## config.mk

```make
export PLATFORM = sky130hd
export DESIGN_NAME = branch_resolver
export DESIGN_NICKNAME = d
export VERILOG_FILES = /design/src/rtl/branch_resolver.sv
export SDC_FILE = /design/constraint.sdc
export NUM_CORES = 1
export LEC_CHECK = 0
export CORE_ASPECT_RATIO = 0.8
export CORE_MARGIN = 3
export CORE_UTILIZATION = 40
export DETAILED_ROUTE_END_ITERATION = 12
export GPL_TIMING_DRIVEN = 0
export HOLD_SLACK_MARGIN = 0.08
export PLACE_DENSITY = 0.68
export SETUP_SLACK_MARGIN = 0.15
export SYNTH_ARGS = -nofsm -noshare
export SYNTH_HDL_FRONTEND = slang
export SYNTH_SLANG_ARGS = --single-unit
```

## constraint.sdc

```tcl
create_clock -name clk_i -period 2 [get_ports clk_i]
set_input_delay 0.2 -clock clk_i [delete_from_list [all_inputs] [get_ports clk_i]]
set_output_delay 0.2 -clock clk_i [all_outputs]
set_load 0.005 [all_outputs]
```

## src/rtl/branch_resolver.sv

```systemverilog
// branch_resolver
//
// Execute-stage branch/jump resolver. It takes the ALU flags from SUB rs1-rs2
// together with the decoded funct3, PC, immediate and rs1. From these it
// computes the actual outcome and next PC of each control instruction and
// checks that result against the static prediction made in fetch. When the
// prediction is wrong it raises a PC redirect to fetch and holds it until
// fetch takes it. It also keeps wrapping counters of branches and mispredicts.
//
// Ports
//   clk_i, rst_ni                 clock (rising edge), async active-low reset
//   flush_i                       trap/pipeline flush, kills pending work
//   in_valid_i / in_ready_o       execute-stage handshake (ready from state only)
//   in_is_branch_i/_jal_i/_jalr_i one-hot instruction class (all 0: non-control)
//   in_funct3_i                   branch condition
//   in_pc_i, in_imm_i, in_rs1_i   PC, sign-extended immediate, rs1 value
//   in_pred_taken_i               fetch's static prediction
//   zero_i/sign_i/overflow_i/carry_i  flags from SUB rs1-rs2 (carry = borrow)
//   res_*_o                       registered result, res_valid_o pulses once
//   redir_valid_o/redir_ready_i   redirect handshake, redir_pc_o held stable
//   branch_cnt_o, mispred_cnt_o   wrapping performance counters
module branch_resolver #(
  parameter int unsigned CNT_W = 16
) (
  input  logic             clk_i,
  input  logic             rst_ni,
  input  logic             flush_i,
  input  logic             in_valid_i,
  output logic             in_ready_o,
  input  logic             in_is_branch_i,
  input  logic             in_is_jal_i,
  input  logic             in_is_jalr_i,
  input  logic [2:0]       in_funct3_i,
  input  logic [31:0]      in_pc_i,
  input  logic [31:0]      in_imm_i,
  input  logic [31:0]      in_rs1_i,
  input  logic             in_pred_taken_i,
  input  logic             zero_i,
  input  logic             sign_i,
  input  logic             overflow_i,
  input  logic             carry_i,
  output logic             res_valid_o,
  output logic             res_taken_o,
  output logic [31:0]      res_target_o,
  output logic             res_illegal_o,
  output logic             res_misalign_o,
  output logic             redir_valid_o,
  input  logic             redir_ready_i,
  output logic [31:0]      redir_pc_o,
  output logic [CNT_W-1:0] branch_cnt_o,
  output logic [CNT_W-1:0] mispred_cnt_o
);

  typedef enum logic [0:0] {StIdle, StRedir} state_e;

  state_e state_q, state_d;

  logic             res_valid_q;
  logic             res_taken_q;
  logic [31:0]      res_target_q;
  logic             res_illegal_q;
  logic             res_misalign_q;
  logic [31:0]      redir_pc_q;
  logic [CNT_W-1:0] branch_cnt_q;
  logic [CNT_W-1:0] mispred_cnt_q;

  logic        is_ctrl;
  logic        accept;
  logic        cond;
  logic        f3_illegal;
  logic        br_illegal;
  logic        taken;
  logic [31:0] pc_plus_imm;
  logic [31:0] pc_plus_4;
  logic [31:0] jalr_sum;
  logic [31:0] jalr_target;
  logic [31:0] target;
  logic        misalign;
  logic        redirect;

  // ---------------------------------------------------------------------------
  // Accept: exactly one class bit set; malformed class combinations are
  // treated like non-control instructions and ignored.
  // ---------------------------------------------------------------------------
  always_comb begin
    is_ctrl = 1'b0;
    unique case ({in_is_branch_i, in_is_jal_i, in_is_jalr_i})
      3'b100, 3'b010, 3'b001: is_ctrl = 1'b1;
      default:                is_ctrl = 1'b0;
    endcase
  end

  assign in_ready_o = (state_q == StIdle);
  // A flush in the accept cycle drops the instruction entirely.
  assign accept     = in_valid_i && in_ready_o && is_ctrl && !flush_i;

  // ---------------------------------------------------------------------------
  // Branch condition from the SUB rs1-rs2 flags.
  // ---------------------------------------------------------------------------
  always_comb begin
    cond       = 1'b0;
    f3_illegal = 1'b0;
    unique case (in_funct3_i)
      3'b000:  cond = zero_i;                      // BEQ
      3'b001:  cond = !zero_i;                     // BNE
      3'b100:  cond = sign_i ^ overflow_i;         // BLT
      3'b101:  cond = !(sign_i ^ overflow_i);      // BGE
      3'b110:  cond = carry_i;                     // BLTU, borrow = rs1 < rs2
      3'b111:  cond = !carry_i;                    // BGEU
      default: f3_illegal = 1'b1;                  // 010 / 011
    endcase
  end

  assign br_illegal = in_is_branch_i && f3_illegal;

  // ---------------------------------------------------------------------------
  // Outcome and next PC (all arithmetic wraps mod 2^32).
  // ---------------------------------------------------------------------------
  assign taken       = in_is_jal_i || in_is_jalr_i || (in_is_branch_i && cond);
  assign pc_plus_imm = in_pc_i + in_imm_i;
  assign pc_plus_4   = in_pc_i + 32'd4;
  assign jalr_sum    = in_rs1_i + in_imm_i;
  assign jalr_target = {jalr_sum[31:1], 1'b0};

  always_comb begin
    target = pc_plus_4;
    if (taken) begin
      target = in_is_jalr_i ? jalr_target : pc_plus_imm;
    end
  end

  assign misalign = taken && target[1];

  // JALR has no target prediction, so it always redirects. Faulting results
  // (illegal or misaligned) are reported via their flags and never redirect.
  assign redirect = !br_illegal && !misalign &&
                    (in_is_jalr_i || (taken != in_pred_taken_i));

  // ---------------------------------------------------------------------------
  // Control FSM
  // ---------------------------------------------------------------------------
  always_comb begin
    state_d = state_q;
    unique case (state_q)
      StIdle: begin
        if (accept && redirect) begin
          state_d = StRedir;
        end
      end
      StRedir: begin
        if (redir_ready_i) begin
          state_d = StIdle;
        end
      end
      default: state_d = StIdle;
    endcase
    // Flush wins over everything, including a same-cycle redirect handshake.
    if (flush_i) begin
      state_d = StIdle;
    end
  end

  always_ff @(posedge clk_i or negedge rst_ni) begin
    if (!rst_ni) begin
      state_q <= StIdle;
    end else begin
      state_q <= state_d;
    end
  end

  // ---------------------------------------------------------------------------
  // Registered result, redirect PC and counters.
  // The redirect PC has its own register so it stays put for the whole
  // redirect regardless of what happens to the result registers.
  // ---------------------------------------------------------------------------
  always_ff @(posedge clk_i or negedge rst_ni) begin
    if (!rst_ni) begin
      res_valid_q    <= 1'b0;
      res_taken_q    <= 1'b0;
      res_target_q   <= 32'd0;
      res_illegal_q  <= 1'b0;
      res_misalign_q <= 1'b0;
      redir_pc_q     <= 32'd0;
      branch_cnt_q   <= '0;
      mispred_cnt_q  <= '0;
    end else begin
      res_valid_q <= accept;
      if (accept) begin
        res_taken_q    <= taken;
        res_target_q   <= target;
        res_illegal_q  <= br_illegal;
        res_misalign_q <= misalign;
        branch_cnt_q   <= branch_cnt_q + CNT_W'(1);
        if (redirect) begin
          redir_pc_q    <= target;
          mispred_cnt_q <= mispred_cnt_q + CNT_W'(1);
        end
      end
    end
  end

  assign res_valid_o    = res_valid_q;
  assign res_taken_o    = res_taken_q;
  assign res_target_o   = res_target_q;
  assign res_illegal_o  = res_illegal_q;
  assign res_misalign_o = res_misalign_q;
  assign redir_valid_o  = (state_q == StRedir);
  assign redir_pc_o     = redir_pc_q;
  assign branch_cnt_o   = branch_cnt_q;
  assign mispred_cnt_o  = mispred_cnt_q;

endmodule

```

==> results.sh <==
export IMPL_outcome="finished with violations"
export IMPL_violations="negative setup slack"
export IMPL_layout_commonest_cell="clkdlybuf4s50_1"
export IMPL_wl_per_cell_um=20.3
export IMPL_rsz0062_at_grt="yes"
export IMPL_antenna_found_initial=0
export IMPL_ir_drop_uv=464
export IMPL_htree_levels=3
export IMPL_rr_startpoint="mispred_cnt_o[4]$_DFFE_PN0P_"
export IMPL_crit_fanout=4
export IMPL_slowest_stage="a221oi_2"
export IMPL_gp_congestion=0.980
export IMPL_r2r_end="mispred_cnt_o[15]$_DFFE_PN0P_"
export IMPL_max_slew_margin_pct=56.3
export IMPL_numCtsBuffers=9
export IMPL_clkTransAtPathRegs_ps=70
export IMPL_drc=0
export IMPL_finalCritPeriodShare_pct=120
export IMPL_syn_area_mm2=0.00856
export IMPL_syn_nets=1213
export IMPL_fp_row_count=47
export IMPL_synth_area_leaders="dfrtp_1 (30%), ha_1 (9.4%), xnor2_1 (8.4%)"
export IMPL_fin_skew_ps=5.09
export IMPL_crit_chain="clkdlybuf4s15_2, ha_4, clkbuf_8, a21oi_4, o211ai_1, a221oi_2, buf_4, o21ai_1, a31oi_1, mux2i_1, o21ai_1, o211ai_1, o21ai_1"
export IMPL_grt_total_usage_pct=27.2
export IMPL_slew_viol_final=0
export IMPL_first_global_vias=9076
export IMPL_initial_core_util_pct=41.1
export IMPL_fin_ws_ps=-409
export IMPL_gr_usage_met3_pct=4.53
export IMPL_first_iter_violations=696
export IMPL_setup_worst_path_class="in -> reg"
export IMPL_ys_async_sr_fraction_pct=100
export IMPL_synth_distinct_cells=78
export IMPL_max_freq_mhz=415
export IMPL_fin_crit_ps=2410
export IMPL_coreArea_mm2=0.0208
export IMPL_die_h_um=137
export IMPL_cts_root_buf="clkbuf_16"
export IMPL_num_vias=9511
export IMPL_diodes=0
export IMPL_min_path_cells=3
export IMPL_yosysWarnings=0
export IMPL_synth_top_area_cell="dfrtp_1"
export IMPL_maxCapViolations=0
export IMPL_synth_edf_count=0
export IMPL_clock_sinks=101
export IMPL_die_x_um=170
export IMPL_grt_pass1_wl_um=49400
export IMPL_setup_viol=43
export IMPL_required_ps=2230
export IMPL_vias_per_cell=5.76
export IMPL_worstSetupStartpointType="input port"
export IMPL_finish_utilization_pct=69.1
export IMPL_area_growth_pct=68.3
export IMPL_cts_path_max_buffers=2
export IMPL_yosys_area_top_type_share_pct=29.5
export IMPL_hold_end="redir_pc_o[1]$_DFFE_PN0P_"
export IMPL_fp_dieArea_mm2=0.0232
export IMPL_tns_ps=-10770
export IMPL_tightest_slew_ps=653
export IMPL_leakagePower_nw=6.00
export IMPL_power_total_mw=9.80
export IMPL_hp_class="in -> reg"
export IMPL_port_buffers=213
export IMPL_drt_pass1_iterations=4
export IMPL_grt_busiest_layer="met2"
export IMPL_grt_ovfl_total=0
export IMPL_yosysSeqAreaShare_pct=29.5
export IMPL_synthFlopType="dfrtp_1"
export IMPL_finalHoldViolCount=0
export IMPL_r2r_cells=7
export IMPL_ios=214
export IMPL_synth_cells=1035
export IMPL_drive_above_1_share_pct=38.6
export IMPL_cts_tree="yes"
export IMPL_synth_area_per_cell_um2=8.27
export IMPL_place_hpwl_um=24700
export IMPL_dpl_cell_count=1518
export IMPL_insertion_delay_ps=350
export IMPL_yosys_register_bits=101
export IMPL_ant_nets=0
export IMPL_final_cell_mix="clkdlybuf4s50_1 (129), nand2_1 (123), buf_4 (105)"
export IMPL_crit_arrival_ps=2640
export IMPL_final_cell_count_no_fill=1652
export IMPL_critPathMaxStageDelay_ps=350
export IMPL_cpMostUsedCell="o21ai_1"
export IMPL_use_met2_pct=42.8
export IMPL_hold_start="in_pc_i[1]"
export IMPL_wl_um=33500
export IMPL_grt_max_degree=67
export IMPL_grt_util_met1_pct=38.9
export IMPL_power_density_mw_per_mm2=681
export IMPL_endpoint_kind="register"
export IMPL_r2r_slack_ps=70
export IMPL_dp_slack_ps=-1610
export IMPL_finalNetCount=1556
cell type report:
type,count,area (um^2)
multi-input cells,854,7670
well taps,269,337
fillers,1559,6420
clock buffers,9,225
plain buffers,48,460
clock inverters,7,50.0
inverters,32,124
repair buffers,332,3000
flip-flops and latches,101,2530
through the flow:
| stage | hold slack, ps | area, um^2 |
|---|---|---|
| 5_1_grt | 221 | 14400 |
| 2_1_floorplan | -95.6 | 8940 |
| 6_report | 204 | 14400 |
| 3_3_place_gp | 462 | 11400 |
| 3_5_place_dp | 188 | 11400 |
| 4_1_cts | 271 | 13500 |
power by group:
group | internal, mW | switching (mW) | leakage, nW
combinational | 2.73 | 2.41 | 4.57
sequential | 2.58 | 0.459 | 1.30
clock | 0.848 | 0.781 | 0.128
total | 6.15 | 3.65 | 6.00
metal layers:
| metal | wire, um | vias to the layer above | part of all wire [%] |
|---|---|---|---|
| met3 | 2970 | 52 | 8.9 |
| met2 | 15000 | 462 | 45 |
| met1 | 14800 | 4568 | 44 |
| met5 | 0 | - | 0 |
| met4 | 706 | 0 | 2.1 |
| li1 | - | 4429 | - |
registers in the layout (all words and copies together) (netlist names):
signal,flops
branch_cnt_o,16
res_valid_o,1
res_target_o,32
res_taken_o,1
mispred_cnt_o,16
redir_pc_o,32
redir_valid_o,1
res_illegal_o,1
res_misalign_o,1
worst max-delay path: cells and delay by family:
family,cells,cell delay (ps)
adders and majority gates,1,240
muxes,1,270
buffers and inverters,3,550
AOI/OAI and AO/OA,8,1360
synth_stat cells (3+ instances only):
library cell  number
xnor2_1           82
nand4_1           20
nand2_1          143
o31ai_1            6
dfrtp_1          101
nand2b_1           7
o21ai_1           27
nor3_1            21
clkbuf_1          33
a21o_1            25
o21ai_2            4
a31oi_1           16
inv_1             30
o221ai_1           6
a21oi_1           74
and2_1             4
a311oi_1           3
nor3b_1            4
a21boi_0           3
mux2i_1            7
nand3_1           43
o21a_1             5
and3_1            16
nor2_1            62
buf_2             12
a211oi_1          14
mux2_2             5
a211oi_2           5
ha_1              64
o21ai_0           72
o211ai_1          12
xor2_1            33
or2_2              4
o21bai_1           8
a221oi_2           3
a22oi_1            3
or3_1              5
what timing repair did:
action | in CTS | in global routing
gates cloned | 2 | 3
buffers inserted | 91 | 21
hold buffers | 1 | 0
pin swaps | 159 | 105
setup endpoints to repair | 95 | 95
resized for setup | 516 | 178
hold endpoints to repair | 35 | 0
worst max path at each step:
| stage | startpoint | end | cells after the start |
|---|---|---|---|
| after floorplan | in_pc_i[0] | redir_pc_o[30]$_DFFE_PN0P_ | 12 |
| after global placement | rst_ni | res_target_o[14]$_DFFE_PN0P_ | 1 |
| after detailed placement | in_imm_i[0] | redir_pc_o[14]$_DFFE_PN0P_ | 13 |
| after CTS | in_imm_i[1] | res_target_o[28]$_DFFE_PN0P_ | 12 |
| after global routing | in_imm_i[19] | redir_pc_o[26]$_DFFE_PN0P_ | 13 |
| final | in_imm_i[19] | redir_pc_o[26]$_DFFE_PN0P_ | 13 |
logic make-up (layout without fill, tap and decap cells):
group	after synthesis	after routing	synth area share, %
AO/OA/AOI/OAI	315	315	24.3
multiplexers	13	13	1.61
adder cells (fa/ha/maj)	66	66	9.83
buffers and inverters	80	428	3.86
flip-flops	101	101	29.5
AND/OR/NAND/NOR	344	344	18.9
XOR/XNOR	116	116	12.0
Note: power is estimated with default switching activity, not from simulation.
